$ cat src/rtl/wb_port_arbiter.sv
// Register-file write-port arbiter: fixed priority by source index, with age counters
// so a waiting source is promoted once it has waited AGE_LIMIT cycles.
//   state            | meaning
//   g_valid=0        | idle, no write this cycle
//   g_valid=1        | write cycle for source g_idx, address g_rd
module wb_port_arbiter #(
   parameter int NUM_SRC   = 5,
   parameter int SEL_W     = 3,
   parameter int AGE_LIMIT = 7
) (
   input  logic                 clk,
   input  logic                 rst_n,
   input  logic                 flush,
   input  logic [NUM_SRC-1:0]   req_valid,
   input  logic [5*NUM_SRC-1:0] req_rd,
   output logic [NUM_SRC-1:0]   req_ready,
   output logic [SEL_W-1:0]     wd_src,
   output logic                 rf_we,
   output logic [4:0]           rf_rd,
   output logic                 busy
);

   localparam logic [3:0] AGE_MAX = 4'(AGE_LIMIT);

   logic               g_valid;
   logic [SEL_W-1:0]   g_idx;
   logic [4:0]         g_rd;
   logic [3:0]         age [NUM_SRC];

   logic [NUM_SRC-1:0] g_oh;
   logic               g_src_valid;
   logic [NUM_SRC-1:0] elig;
   logic [NUM_SRC-1:0] aged;
   logic [NUM_SRC-1:0] cand;
   logic [NUM_SRC-1:0] win_oh;
   logic [SEL_W-1:0]   win_idx;
   logic [4:0]         win_rd;

   // Decode of the current grant into a one-hot and the granted source's live valid.
   always_comb begin
      g_oh        = '0;
      g_src_valid = 1'b0;
      for (int i = 0; i < NUM_SRC; i++) begin
         if (g_idx == SEL_W'(i)) begin
            g_oh[i]     = 1'b1;
            g_src_valid = req_valid[i];
         end
      end
   end

   assign busy      = g_valid;
   assign wd_src    = g_idx;
   assign rf_rd     = g_rd;
   assign req_ready = (g_valid && !flush) ? g_oh : '0;
   assign rf_we     = g_valid & g_src_valid & (g_rd != 5'd0) & ~flush;

   always_comb begin
      elig = req_valid;
      if (g_valid) elig = req_valid & ~g_oh;
      aged = '0;
      for (int i = 0; i < NUM_SRC; i++) begin
         aged[i] = elig[i] && (age[i] == AGE_MAX);
      end
      cand    = (|aged) ? aged : elig;
      win_oh  = cand & (~cand + NUM_SRC'(1));
      win_idx = '0;
      win_rd  = '0;
      for (int i = 0; i < NUM_SRC; i++) begin
         if (win_oh[i]) begin
            win_idx = SEL_W'(i);
            win_rd  = req_rd[5*i +: 5];
         end
      end
   end

   always_ff @(posedge clk or negedge rst_n) begin
      if (!rst_n) begin
         g_valid <= 1'b0;
         g_idx   <= '0;
         g_rd    <= '0;
         for (int i = 0; i < NUM_SRC; i++) age[i] <= '0;
      end else if (flush) begin
         g_valid <= 1'b0;
         for (int i = 0; i < NUM_SRC; i++) age[i] <= '0;
      end else begin
         g_valid <= |elig;
         if (|elig) begin
            g_idx <= win_idx;
            g_rd  <= win_rd;
         end
         // A valid source masked as the current grant keeps its age.
         for (int i = 0; i < NUM_SRC; i++) begin
            if (!req_valid[i] || win_oh[i])
               age[i] <= '0;
            else if (elig[i] && age[i] != AGE_MAX)
               age[i] <= age[i] + 4'd1;
         end
      end
   end

endmodule
$ cat config.mk
export PLATFORM = sky130hd
export DESIGN_NAME = wb_port_arbiter
export DESIGN_NICKNAME = d
export VERILOG_FILES = /design/src/rtl/wb_port_arbiter.sv
export SDC_FILE = /design/constraint.sdc
export NUM_CORES = 1
export LEC_CHECK = 0
export ABC_CLOCK_PERIOD_IN_PS = 3600
export BUFFER_PORTS_ARGS = -buffer_cell sky130_fd_sc_hd__buf_2
export CAP_MARGIN = 5
export CELL_PAD_IN_SITES_DETAIL_PLACEMENT = 1
export CELL_PAD_IN_SITES_GLOBAL_PLACEMENT = 1
export CORE_MARGIN = 2
export CORE_UTILIZATION = 43
export CTS_CLUSTER_DIAMETER = 60
export CTS_CLUSTER_SIZE = 12
export DETAILED_ROUTE_END_ITERATION = 8
export GPL_TIMING_DRIVEN = 0
export PLACE_DENSITY = 0.95
export RECOVER_POWER = 50
export SKIP_CTS_REPAIR_TIMING = 1
export SLEW_MARGIN = 20
export SYNTH_ARGS = -nofsm -noshare
export SYNTH_HDL_FRONTEND = slang
export SYNTH_SLANG_ARGS = --single-unit
$ cat constraint.sdc
create_clock -name clk -period 3.6 [get_ports clk]
set_input_delay 1.08 -clock clk [delete_from_list [all_inputs] [get_ports clk]]
set_output_delay 1.08 -clock clk [all_outputs]
set_load 0.005 [all_outputs]
==> impl_metrics.env <==
export IMPL_stdcell_count=313
export IMPL_final_cell_mix="buf_2 (46), dfrtp_1 (29), nor2_1 (25), nand2_1 (21)"
export IMPL_peakVddDrop_mv=0.3055
export IMPL_setup_viol=0
export IMPL_drtAntennaViolNets=0
export IMPL_dp_cells=306
export IMPL_track_usage_pct=22.77
export IMPL_row_count=24
export IMPL_grt_max_degree=30
export IMPL_synth_fp_nets=245
export IMPL_rsz0062_at_grt="false"
export IMPL_path_common_cell="buf_2"
export IMPL_yosysWarnings=0
export IMPL_final_period_utilization_pct=87.87
export IMPL_first_pass_iters=4
export IMPL_area_growth_syn_to_layout_pct=19.80
export IMPL_critPathKind="primary input to primary output"
export IMPL_combPwrFrac_pct=23.9
export IMPL_port_buffers=47
export IMPL_p_switching_uw=250.0
export IMPL_finalHoldViolCount=0
export IMPL_hold_class="flop to flop"
export IMPL_die_y_um=70.83
export IMPL_maxCapViolCount=1
export IMPL_hpwl_mm=4.142
export IMPL_end_kind="primary output"
export IMPL_die_area_mm2=0.005017
export IMPL_vias_per_cell=5.962
export IMPL_critPathTopFamily="buffers and inverters"
export IMPL_slew_violations=30
export IMPL_worst_pin_slew_ns=1.593
export IMPL_skew_ns=0.004187
export IMPL_synth_area_leader_cell="dfrtp_1"
export IMPL_multi_input_area_mm2=0.001141
export IMPL_cp_num_buf_inv=3
export IMPL_slew_headroom_pct=-6.185
export IMPL_synth_top_area_share_pct=37.79
export IMPL_avgSynthCellArea_um2=9.278
export IMPL_pwr_share_clk_pct=32.4
export IMPL_synthCells=207
export IMPL_gp_congestion=0.8285
export IMPL_critPathMaxStageDelay_ns=0.27
export IMPL_ios=48
export IMPL_start_util_pct=44.42
export IMPL_antenna_found_initial=0
export IMPL_cts_sinks=29
export IMPL_core_area_mm2=0.004324
export IMPL_wl_per_cell_um=17.00
export IMPL_clk_latency_ns=0.27
export IMPL_grt_overflow_total=0
export IMPL_drtIter0Drc=48
export IMPL_seq_area_um2=725.7
export IMPL_status="complete, but fails checks"
export IMPL_pwr_share_seq_pct=43.7
export IMPL_crit_slowest_cell="nor3_1"
export IMPL_syn_area_mm2=0.001921
export IMPL_max_freq_mhz=316.1
export IMPL_crit_chain="buf_2 -> inv_1 -> o311ai_0 -> nor3_1 -> buf_2"
export IMPL_violations="capacitance limit, slew limit"
export IMPL_cts_made_buffers=5
export IMPL_synth_edf_count=0
export IMPL_clk_pin_slew_worst_paths_ns=0.06
export IMPL_period_needed_ns=3.163
export IMPL_tns_ns=0
export IMPL_path_max_fanout=7
export IMPL_leakage_uw=0.001058
export IMPL_critPathArrivalTime_ns=2.08
export IMPL_drt_total_wl_mm=5.322
export IMPL_synthArstFlopShare_pct=100.0
export IMPL_ys_ff_latch=29
export IMPL_whs_ns=0.5581
export IMPL_drive_gt1_share_pct=26.05
export IMPL_grt_pass1_wl_mm=9.287
export IMPL_cts_tree="yes"
export IMPL_ctsLongestPathBuffers=2
export IMPL_ys_types=48
export IMPL_antenna_cells=0
export IMPL_power_total_uw=832.6
export IMPL_h_tree_depth=2
export IMPL_required_ns=2.52
export IMPL_swShare_pct=30.03
export IMPL_power_density_mw_per_mm2=361.8
export IMPL_crit_path_start_kind="primary input"
export IMPL_intPower_uw=582.6
export IMPL_seq_area_frac_synth_pct=37.79
export IMPL_die_w_um=70.83
export IMPL_nFillCells=538
export IMPL_fin_nets=299
export IMPL_grt_pass1_vias=2022
export IMPL_synth_area_leaders="dfrtp_1 (38%), a221o_1 (5.2%), nor2_1 (4.9%)"
export IMPL_via_count=1866
export IMPL_cts_root_buf="clkbuf_8"
export IMPL_route_detailed_drc=0
export IMPL_final_common_cell="buf_2"
export IMPL_synth_ff_type="dfrtp_1"
-- metrics by stage --
stage | utilization (%) | worst slack, ns | cell area, um^2
floorplan | - | 0.8699 | 1921
global placement | 51.36 | 0.3702 | 2221
detailed placement | 51.36 | 0.3327 | 2221
CTS | 53.36 | 0.5145 | 2307
global route | 53.21 | 0.4365 | 2301
finish | 53.21 | 0.4367 | 2301
-- path summary, 6_finish.rpt --
kind | startpoint | depth (start not counted) | slack [ns] | end
worst min-delay path | age[13]$_DFFE_PN0P_ | 2 | 0.56 | age[13]$_DFFE_PN0P_
worst min register to register | age[13]$_DFFE_PN0P_ | 2 | 0.56 | age[13]$_DFFE_PN0P_
worst max-delay path | flush | 5 | 0.44 | rf_we
worst max register to register | age[0]$_DFFE_PN0P_ | 8 | 0.74 | rf_rd[1]$_DFFE_PN0P_
max in group asynchronous | rst_n | 1 | 1.48 | wd_src[2]$_DFFE_PN0P_
min in group asynchronous | rst_n | 1 | 1.20 | age[11]$_DFFE_PN0P_
-- tightest hold or removal path, stage by stage, from the launching register on --
cell and delay, ns:
dfrtp_1 0.39, nand2_1 0.07, a21oi_1 0.06
-- area by class of cell --
cell class / instances / area share (%)
Buffer: 6 / 1.849
Sequential cell: 29 / 31.54
Clock buffer: 7 / 3.752
Multi-Input combinational cell: 169 / 49.59
Tap cell: 52 / 2.828
Inverter: 3 / 0.4894
Timing Repair Buffer: 47 / 9.951
-- state kept, by name, summed over array words and instances (netlist names) --
name / flops
wd_src: 3
age: 20
rf_rd: 5
busy: 1
-- cells in the mapped netlist (all sizes together), types with 6 or more instances --
master  number
a21oi        8
a221o       10
buf          6
dfrtp       29
nand2       21
nand3       10
nand4        7
nor2        26
o21ai       11
xor2         6
-- kinds of logic (layout without fill, tap and decap cells) --
kind of cell,after synthesis,after routing,share of synthesized area (%)
mux,3,3,1.564
simple gates,100,100,28.60
fa+ha+maj,5,5,3.257
buf+inv,9,63,2.801
flops,29,29,37.79
compound gates,50,50,20.98
xor+xnor,11,11,5.016
-- power by group through the flow --
stage | combinational [uW] | sequential [uW] | clock (uW)
after floorplan | 121 | 368 | 0
after global placement | 193 | 368 | 0
after detailed placement | 201 | 369 | 0
after CTS | 203 | 364 | 273
after global routing | 222 | 367 | 286
final | 199 | 364 | 270
-- metal layers --
layer / part of all wire, % / wire length (um) / global-route usage, %
met4: 1.5 / 81 / 5.660
met1: 43 / 2300 / 28.24
met3: 4.8 / 258 / 4.274
met2: 50 / 2682 / 40.81
met5: 0 / 0 / 0
(Power assumes the default switching activity.)
